`config.mk`:
```
export PLATFORM = sky130hd
export DESIGN_NAME = crt_2011_2048_to_bin
export DESIGN_NICKNAME = d
export VERILOG_FILES = /design/src/rtl/crt_2011_pkg.sv /design/src/rtl/crt_2011_2048_to_bin_dbl_add.sv /design/src/rtl/crt_2011_2048_to_bin.sv
export SDC_FILE = /design/constraint.sdc
export NUM_CORES = 1
export LEC_CHECK = 0
export CAP_MARGIN = 10
export CORE_UTILIZATION = 50
export CTS_CLUSTER_DIAMETER = 150
export CTS_CLUSTER_SIZE = 28
export DETAILED_ROUTE_END_ITERATION = 12
export PLACE_DENSITY = 0.77
export SLEW_MARGIN = 20
export SYNTH_ARGS = -nofsm -noshare
export SYNTH_HDL_FRONTEND = slang
export SYNTH_SLANG_ARGS = --single-unit
```
`constraint.sdc`:
```
create_clock -name clk -period 7.2 [get_ports clk]
set_clock_uncertainty 0.1 [all_clocks]
set_input_delay 1.44 -clock clk [delete_from_list [all_inputs] [get_ports clk]]
set_output_delay 1.44 -clock clk [all_outputs]
set_load 0.02 [all_outputs]
```
`src/rtl/crt_2011_pkg.sv`:
```
// Shared constants, state encoding and modular helpers for the 2011/2048
// residue-to-binary converter.
package crt_2011_pkg;

    localparam int IW = 11;
    localparam int XW = 22;

    localparam logic [IW-1:0] M1    = 11'd2011;
    localparam logic [IW-1:0] INV   = 11'd924;
    localparam logic [XW-1:0] MAX_X = 22'd4118527;

    typedef enum logic [1:0] {
        IDLE = 2'd0,
        PREP = 2'd1,
        MUL  = 2'd2,
        DONE = 2'd3
    } state_t;

    // One conditional subtraction of 2011; exact for any input below 2*2011.
    function automatic logic [IW-1:0] red_2011(input logic [IW:0] v);
        logic [IW:0] t;
        t = (v >= {1'b0, M1}) ? (v - {1'b0, M1}) : v;
        return t[IW-1:0];
    endfunction

endpackage

```
`src/rtl/crt_2011_2048_to_bin_dbl_add.sv`:
```
// One double-and-add step of the MSB-first modular multiply by INV.
// Keeps the accumulator below 2011 whenever acc and d are below 2011.
module mod_2011_dbl_add
    import crt_2011_pkg::*;
(
    input  logic [IW-1:0] acc,
    input  logic [IW-1:0] d,
    input  logic          inv_bit,
    output logic [IW-1:0] nxt
);

    logic [IW-1:0] dbl_s;
    logic [IW:0]   sum_s;

    // Double then conditionally add d, reducing after each operation.
    always_comb begin
        dbl_s = red_2011({acc, 1'b0});
        if (inv_bit) begin
            sum_s = {1'b0, dbl_s} + {1'b0, d};
        end else begin
            sum_s = {1'b0, dbl_s};
        end
        nxt = red_2011(sum_s);
    end

endmodule

```
`src/rtl/crt_2011_2048_to_bin.sv`:
```
// Sequential CRT converter: (X mod 2011, X mod 2048) -> X, fixed 12-cycle
// latency, one conversion in flight, valid/ready on both sides.
module crt_2011_2048_to_bin
    import crt_2011_pkg::*;
(
    input  logic          clk,
    input  logic          rst_n,
    input  logic          in_valid,
    output logic          in_ready,
    input  logic [IW-1:0] r1,
    input  logic [IW-1:0] r2,
    output logic          out_valid,
    input  logic          out_ready,
    output logic [XW-1:0] out_x,
    output logic          out_err
);

    state_t        state_r, state_s;
    logic [IW-1:0] r1_r, r1_s;
    logic [IW-1:0] r2_r, r2_s;
    logic          err_r, err_s;
    logic [IW-1:0] d_r, d_s;
    logic [IW-1:0] acc_r, acc_s;
    logic [3:0]    k_r, k_s;
    logic          out_valid_r, out_valid_s;
    logic [XW-1:0] out_x_r, out_x_s;
    logic          out_err_r, out_err_s;

    logic [IW-1:0] r2m_s;
    logic [IW:0]   diff_s;
    logic          inv_bit_s;
    logic [IW-1:0] step_s;

    mod_2011_dbl_add u_dbl_add (
        .acc     (acc_r),
        .d       (d_r),
        .inv_bit (inv_bit_s),
        .nxt     (step_s)
    );

    // Next-state and datapath update for the accept/prep/multiply/handoff FSM.
    always_comb begin
        state_s     = state_r;
        r1_s        = r1_r;
        r2_s        = r2_r;
        err_s       = err_r;
        d_s         = d_r;
        acc_s       = acc_r;
        k_s         = k_r;
        out_valid_s = out_valid_r;
        out_x_s     = out_x_r;
        out_err_s   = out_err_r;

        inv_bit_s = INV[k_r];
        r2m_s     = red_2011({1'b0, r2_r});
        // An illegal r1 can exceed 2010 here; the final reduction keeps the
        // multiply loop in range even though the result is discarded.
        if (r1_r >= r2m_s) begin
            diff_s = {1'b0, r1_r} - {1'b0, r2m_s};
        end else begin
            diff_s = {1'b0, r1_r} + {1'b0, M1} - {1'b0, r2m_s};
        end

        case (state_r)
            IDLE: begin
                if (in_valid) begin
                    r1_s    = r1;
                    r2_s    = r2;
                    err_s   = (r1 >= M1);
                    state_s = PREP;
                end else begin
                    state_s = IDLE;
                end
            end
            PREP: begin
                d_s     = red_2011(diff_s);
                acc_s   = 11'd0;
                k_s     = 4'd10;
                state_s = MUL;
            end
            MUL: begin
                acc_s = step_s;
                if (k_r == 4'd0) begin
                    k_s         = 4'd10;
                    state_s     = DONE;
                    out_valid_s = 1'b1;
                    out_err_s   = err_r;
                    out_x_s     = err_r ? 22'd0 : {step_s, r2_r};
                end else begin
                    k_s = k_r - 4'd1;
                end
            end
            DONE: begin
                if (out_ready) begin
                    state_s     = IDLE;
                    out_valid_s = 1'b0;
                    out_x_s     = 22'd0;
                    out_err_s   = 1'b0;
                end else begin
                    state_s = DONE;
                end
            end
            default: begin
                state_s = IDLE;
            end
        endcase
    end

    // State and data registers with synchronous active-low reset.
    always_ff @(posedge clk) begin
        if (!rst_n) begin
            state_r     <= IDLE;
            r1_r        <= 11'd0;
            r2_r        <= 11'd0;
            err_r       <= 1'b0;
            d_r         <= 11'd0;
            acc_r       <= 11'd0;
            k_r         <= 4'd10;
            out_valid_r <= 1'b0;
            out_x_r     <= 22'd0;
            out_err_r   <= 1'b0;
        end else begin
            state_r     <= state_s;
            r1_r        <= r1_s;
            r2_r        <= r2_s;
            err_r       <= err_s;
            d_r         <= d_s;
            acc_r       <= acc_s;
            k_r         <= k_s;
            out_valid_r <= out_valid_s;
            out_x_r     <= out_x_s;
            out_err_r   <= out_err_s;
        end
    end

    assign in_ready  = (state_r == IDLE);
    assign out_valid = out_valid_r;
    assign out_x     = out_x_r;
    assign out_err   = out_err_r;

endmodule

```
* Word-level counts from Yosys, hierarchy flattened
Memories as Yosys holds them, arrays and structs flattened. A register that Yosys moved wholly into a read port is not among the register bits. Index checks and enable logic that the tools add are counted.
Operators by class: add/subtract/negate cells 9, $lt $le $gt $ge 7, equal/unequal tests 5, multiplexer cells 25, reduce and logical (&&, ||, !) cells 6
Operator list (number):
- $mux W22 | 3
- $mux W11 | 4
- $pmux W22 S2 | 1
- $sub A11 B11 Y11 const B | 4
- $ge A12 B11 Y1 const B | 3
- $mux W12 | 2
- $ge A11 B11 Y1 const B | 2
- $pmux W11 S2 | 1
- $add A11 B11 Y12 | 1
- $add A11 B11 Y12 const B | 1
- $mux W4 | 3
- $sub A11 B11 Y12 | 1
- $sub A12 B11 Y12 | 1
- $ge A11 B11 Y1 | 1
- $pmux W2 S4 | 1
- $pmux W4 S2 | 1
- $lt A4 B5 Y1 const B | 1
- $mux W1 | 5
- $eq A2 B2 Y1 const B | 2
- $logic_not A4 Y1 | 1
- $mux W2 | 2
- $ne A2 B2 Y1 const B | 2
- $pmux W1 S2 | 2
- $reduce_bool A2 Y1 | 2
- 5 further kinds | 5
Storage, ports and cells: bits in registers 75, bits in read-only memories 16, bits of input ports 26, output and inout bits 25, word-level logic and storage cells 63, memories 1
Memory list:
- (name not given) | depth 16, bits a word 1, read ports 1, clocked after memory_dff 1, wr ports 0, RTL line crt_2011_2048_to_bin.sv:54 | inv_bit_s = INV[k_r];

* Depth between registers and ports, before layout
depth after elaboration 9, gate-level depth with buffers 20, mapped depth without buffers 19

* By module
Synthesis repeated with hierarchy kept, for this count alone.
Unflattened totals: cell total of the unflattened synthesis 827, area total of the unflattened synthesis 6467.5 um^2
Modules (own cells, without submodules):
- crt_2011_2048_to_bin | times used 1, cells an instance 607, area each 4962.3 um^2
- mod_2011_dbl_add | times used 1, cells an instance 220, area each 1505.2 um^2

* Least setup slack after synthesis
OpenSTA, ideal clock, no wires.
path type reg-to-reg, start point register r2_r[2], end point register d_r[4], setup time 0.122 ns, arrival 4.487 ns, required time 6.978 ns, setup slack 2.491 ns, cell stages (with the launch flop) 21, buffers on the path 2, cell sequence dfxtp_1 -> clkbuf_1 -> a21oi_1 -> nor2_1 -> o21ai_0 -> nand2_1 -> and3b_1 -> xor2_1 -> ha_1 -> clkbuf_1 -> inv_1 -> ha_1 -> o21ai_0 -> a21oi_1 -> or4b_2 -> o311a_1 -> nor4_1 -> o211ai_1 -> a21oi_1 -> nor3_1 -> a311o_1
On the way: cells in the longest elaborated chain, start to end 6
Ends and longest elaborated chain:
- from (decl) | RTL line crt_2011_2048_to_bin.sv:20 | logic [IW-1:0] r2_r, r2_s;
- from (signal assigned) | RTL line crt_2011_2048_to_bin.sv:125 | r2_r <= r2_s;
- $sub A11 B11 Y11 or $ge A11 B11 Y1 (tied branches) | RTL line crt_2011_pkg.sv:22 | t = (v >= {1'b0, M1}) ? (v - {1'b0, M1}) : v;
- $mux W11 (*) | RTL line crt_2011_pkg.sv:22
- $sub A12 B11 Y12 (tied with other cells) | RTL line crt_2011_2048_to_bin.sv:61 | diff_s = {1'b0, r1_r} + {1'b0, M1} - {1'b0, r2m_s};
- $mux W12 (*) | RTL line crt_2011_2048_to_bin.sv:58 | if (r1_r >= r2m_s) begin
- $sub A11 B11 Y11 or $ge A12 B11 Y1 (tied branches) | RTL line crt_2011_pkg.sv:22
- $mux W11 (*) | RTL line crt_2011_pkg.sv:22
- to (signal assigned) | RTL line crt_2011_2048_to_bin.sv:127 | d_r <= d_s;
- to (decl) | RTL line crt_2011_2048_to_bin.sv:22 | logic [IW-1:0] d_r, d_s;
Mark *: on every way between the ends. The rest lies on a longest branch, timed or not. A chain may end at the register's enable or synchronous reset.

* Worst setup path in the final report
start point register r2_r[0], end point register d_r[2]
The elaborated chain is that of the path after synthesis.

==> results by group <==
Status
  – Outcome: complete, no violations

Route
  – Via count: ~6200
  – Routed wire per std cell: 15.5 um
  – Initial DRC count: about 500
  – Total wire length: 16100 um
  – Vias per cell: around 6.0
  – DRC: 0
  – Final ANT Viol Nets: 0
  – DRT Pass-1 Iters: 5

Synthesis
  – Count leader, synth: nand2_1
  – Largest family of logic cells by synthesized area: compound AO/OA/AOI/OAI gates
  – Post-synthesis simple-gate area fraction: 0.258
  – Area share of the largest cell type after synthesis: 0.241
  – Cell count after synthesis: around 840
  – Sequential share of the synthesized area: 0.241
  – Ys async rst share: 0
  – Post-Synth Adder-Cell Area: 0.113
  – Most used flip-flop cell after synthesis: dfxtp_1
  – Synth Cell Area: 0.00632 mm2
  – Largest area contributor in the netlist: dfxtp_1
  – Post-synthesis compound-gate area fraction: 0.273
  – Post-synthesis mux area share: 0.0267
  – Most frequent cells after synthesis: nand2_1, dfxtp_1, nor2_1
  – Number of synthesized flops with an enable pin: 0
  – Syn_nets: around 920
  – Ys Warns: 0
  – Syn_area_per_cell: approximately 7.5 um2
  – Post-Synth XOR/XNOR Area: 0.0291
  – #FFs+latches synth: 76
  – Synth top area cells: dfxtp_1, ha_1, nand2_1
  – Yosys cell types: slightly below 80

CTS
  – Cts bufs inserted: 9
  – PostCTS Resize Cnt: 0
  – # hold bufs at CTS: 0
  – CTS tree: done
  – Clk buf depth: 2
  – Clock sinks: 76
  – Clock slew at reported path FFs: about 0.06 ns
  – Root Driver: clkbuf_16
  – Worst skew pair latency: 0.33 ns
  – Htree depth: 3
  – Post-CTS Setup Inserts: 0

Die
  – # IOs: 51
  – Die X: ~110 um
  – Initial Utilization: 0.520
  – Die footprint: between 0.01 and 0.015 mm2
  – Core box area: 0.0122 mm2
  – Rows: 40
  – Chip height: roughly 110 um

Finish
  – Finished Layout Cells: around 1000
  – Layout cells sized above 1: 0.0536
  – Ant. Diodes: 0
  – Nets@finish: 952
  – Area growth, synth to finish: 14.0%

Worst setup path
  – Worst Path Required: roughly 7.3 ns
  – Worst r2r src: r2_r[0]$_SDFFE_PN0P_
  – Worst Setup SP: r2_r[0]$_SDFFE_PN0P_
  – CP Capture Type: flip-flop
  – Worst Path Arrival: 5.26 ns
  – Crit path max fanout: 10
  – Kind of start point of the critical path: flip-flop
  – R2R Setup Slk: ~2 ns
  – WS Path Type: reg2reg

Pwr
  – Cell Int Power: slightly above 900 uW
  – Sequential share of power: 0.318
  – Pwr/cell area: ~200 mW/mm2
  – Worst vdd ir: around 0.00012 V
  – Comb pwr share: 0.399
  – Psw: 556 uW
  – Leak: 2.89 nW
  – Clock Power Share: 0.283
  – Sw frac: 0.380
  – Total power: ~1.5 mW

Worst hold path
  – Worst Hold Class: reg2reg
  – Min-delay src: out_x[17]$_SDFFE_PN0P_

Placed design
  – Dpl ws: approximately 2.1 ns
  – # port buffers: 50
  – Total placed cells including tap cells: approximately 1000
  – Final HPWL from detailed placement: approximately 12000 um
  – GP Congestion: around 0.93

STA
  – RSZ-0062 raised after global routing: no
  – Post-route clock period utilization: 0.714
  – Final worst setup slack: roughly 2 ns
  – Fin crit period: 5.14 ns
  – FMAX: 0.194 GHz
  – Hold Worst Slack: 0.364 ns
  – Final setup fails: 0
  – Final Hold Fails: 0
  – Slew @ Worst Pin: approximately 1.0 ns
  – Max_slew headroom: 0.303
  – Setup TNS: 0 ns
  – Max Slew Vio Count: 0

Global routing
  – First-pass GRT wire length: about 27000 um
  – Antenna violations before repair: 0
  – Vias in the first global route: around 5700
  – Total GRT Usage: 0.254
  – Grt ovf: 0
  – Largest net degree at the start of global routing: 37

Run
  – Max Cap Viol: 0
-- critical path, cell delays in order (launching register included) --
cell and delay (ns):
dfxtp_1 0.36, a21oi_1 0.20, nor2_1 0.07, o21ai_0 0.30, nand2_1 0.20, and3b_1 0.24, xor2_1 0.16, ha_1 0.43
inv_1 0.08, ha_1 0.34, o21ai_0 0.16, a21oi_1 0.10, or4b_2 0.62, o311a_1 0.18, nor4_1 0.43, o211ai_1 0.38
a21oi_1 0.30, nor2_1 0.07, a311o_1 0.31
-- sequential cells by signal (all words and copies together), names as in the netlist --
signal     cells
acc_r         11
d_r           11
err_r          1
inv_bit_s      1
k_r            4
out_err        1
out_valid      1
out_x         22
r1_r          11
r2_r          11
state_r        2
-- stage by stage --
stage | util | area (um2)
2_1_floorplan | - | 6320
3_3_place_gp | 0.570 | 6940
3_5_place_dp | 0.570 | 6940
4_1_cts | 0.593 | 7210
5_1_grt | 0.593 | 7210
6_report | 0.593 | 7210
-- cells by family (layout without fill, tap and decap cells) --
family,count (synthesis),count (layout)
flops,76,76
simple gates,330,330
compound gates,248,248
xor+xnor,21,21
fa+ha+maj,54,54
mux,16,16
buf+inv,97,132
-- final cells by class --
class / instances / area, um2
Clock buffer: 9 / 225
Clock inverter: 7 / 48.8
Fill cell: 1148 / 4950
Inverter: 59 / 223
Multi-Input combinational cell: 669 / 4430
Sequential cell: 76 / 1520
Tap cell: 168 / 210
Timing Repair Buffer: 57 / 553
-- layout by cell type, fill, tap and decap left out, types with 6 or more instances in the layout --
cell / n
a22oi_1: 12
or3_1: 11
buf_4: 7
a31oi_1: 8
clkdlybuf4s50_1: 50
o2111ai_1: 6
o211ai_1: 7
mux2i_1: 12
ha_1: 49
nand3b_1: 6
a211o_1: 6
or2_2: 6
a21oi_1: 62
nor2b_1: 12
o31ai_1: 6
and3_1: 6
a311oi_1: 6
nand4_1: 10
and2_1: 11
inv_1: 56
nand3_1: 26
nor4_1: 6
nor2_1: 76
nor3_1: 25
o21a_1: 8
a211oi_1: 8
clkbuf_16: 9
dfxtp_1: 76
xnor2_1: 11
o21ai_0: 49
a21o_1: 10
nand2_1: 98
xor2_1: 10
nand2b_1: 10
a32o_1: 11
-- final timing paths --
| check | end | cells past startpoint |
|---|---|---|
| worst min register to register | out_x[17]$_SDFFE_PN0P_ | 1 |
| worst max register to register | d_r[2]$_SDFFE_PN0N_ | 18 |
| worst max-delay path | d_r[2]$_SDFFE_PN0N_ | 18 |
| worst min-delay path | out_x[17]$_SDFFE_PN0P_ | 1 |
-- per-layer routing --
layer / routed length [um] / part of all wire / vias to the layer above / GRT usage
met2: 7640 / 0.47 / 181 / 0.440
met3: 722 / 0.045 / 23 / 0.0334
met4: 308 / 0.019 / 0 / 0.0779
met5: 0 / 0 / - / 0
li1: - / - / 3133 / -
met1: 7480 / 0.46 / 2911 / 0.328
-- power groups by stage --
stage               Clock, mW  Sequential [mW]  Combinational, mW
floorplan                   0            0.467              0.443
global placement            0            0.473              0.565
detailed placement          0            0.474              0.570
CTS                     0.420            0.465              0.572
global route            0.439            0.467              0.649
finish                  0.414            0.465              0.584
Power figures use the tool's default switching activity.
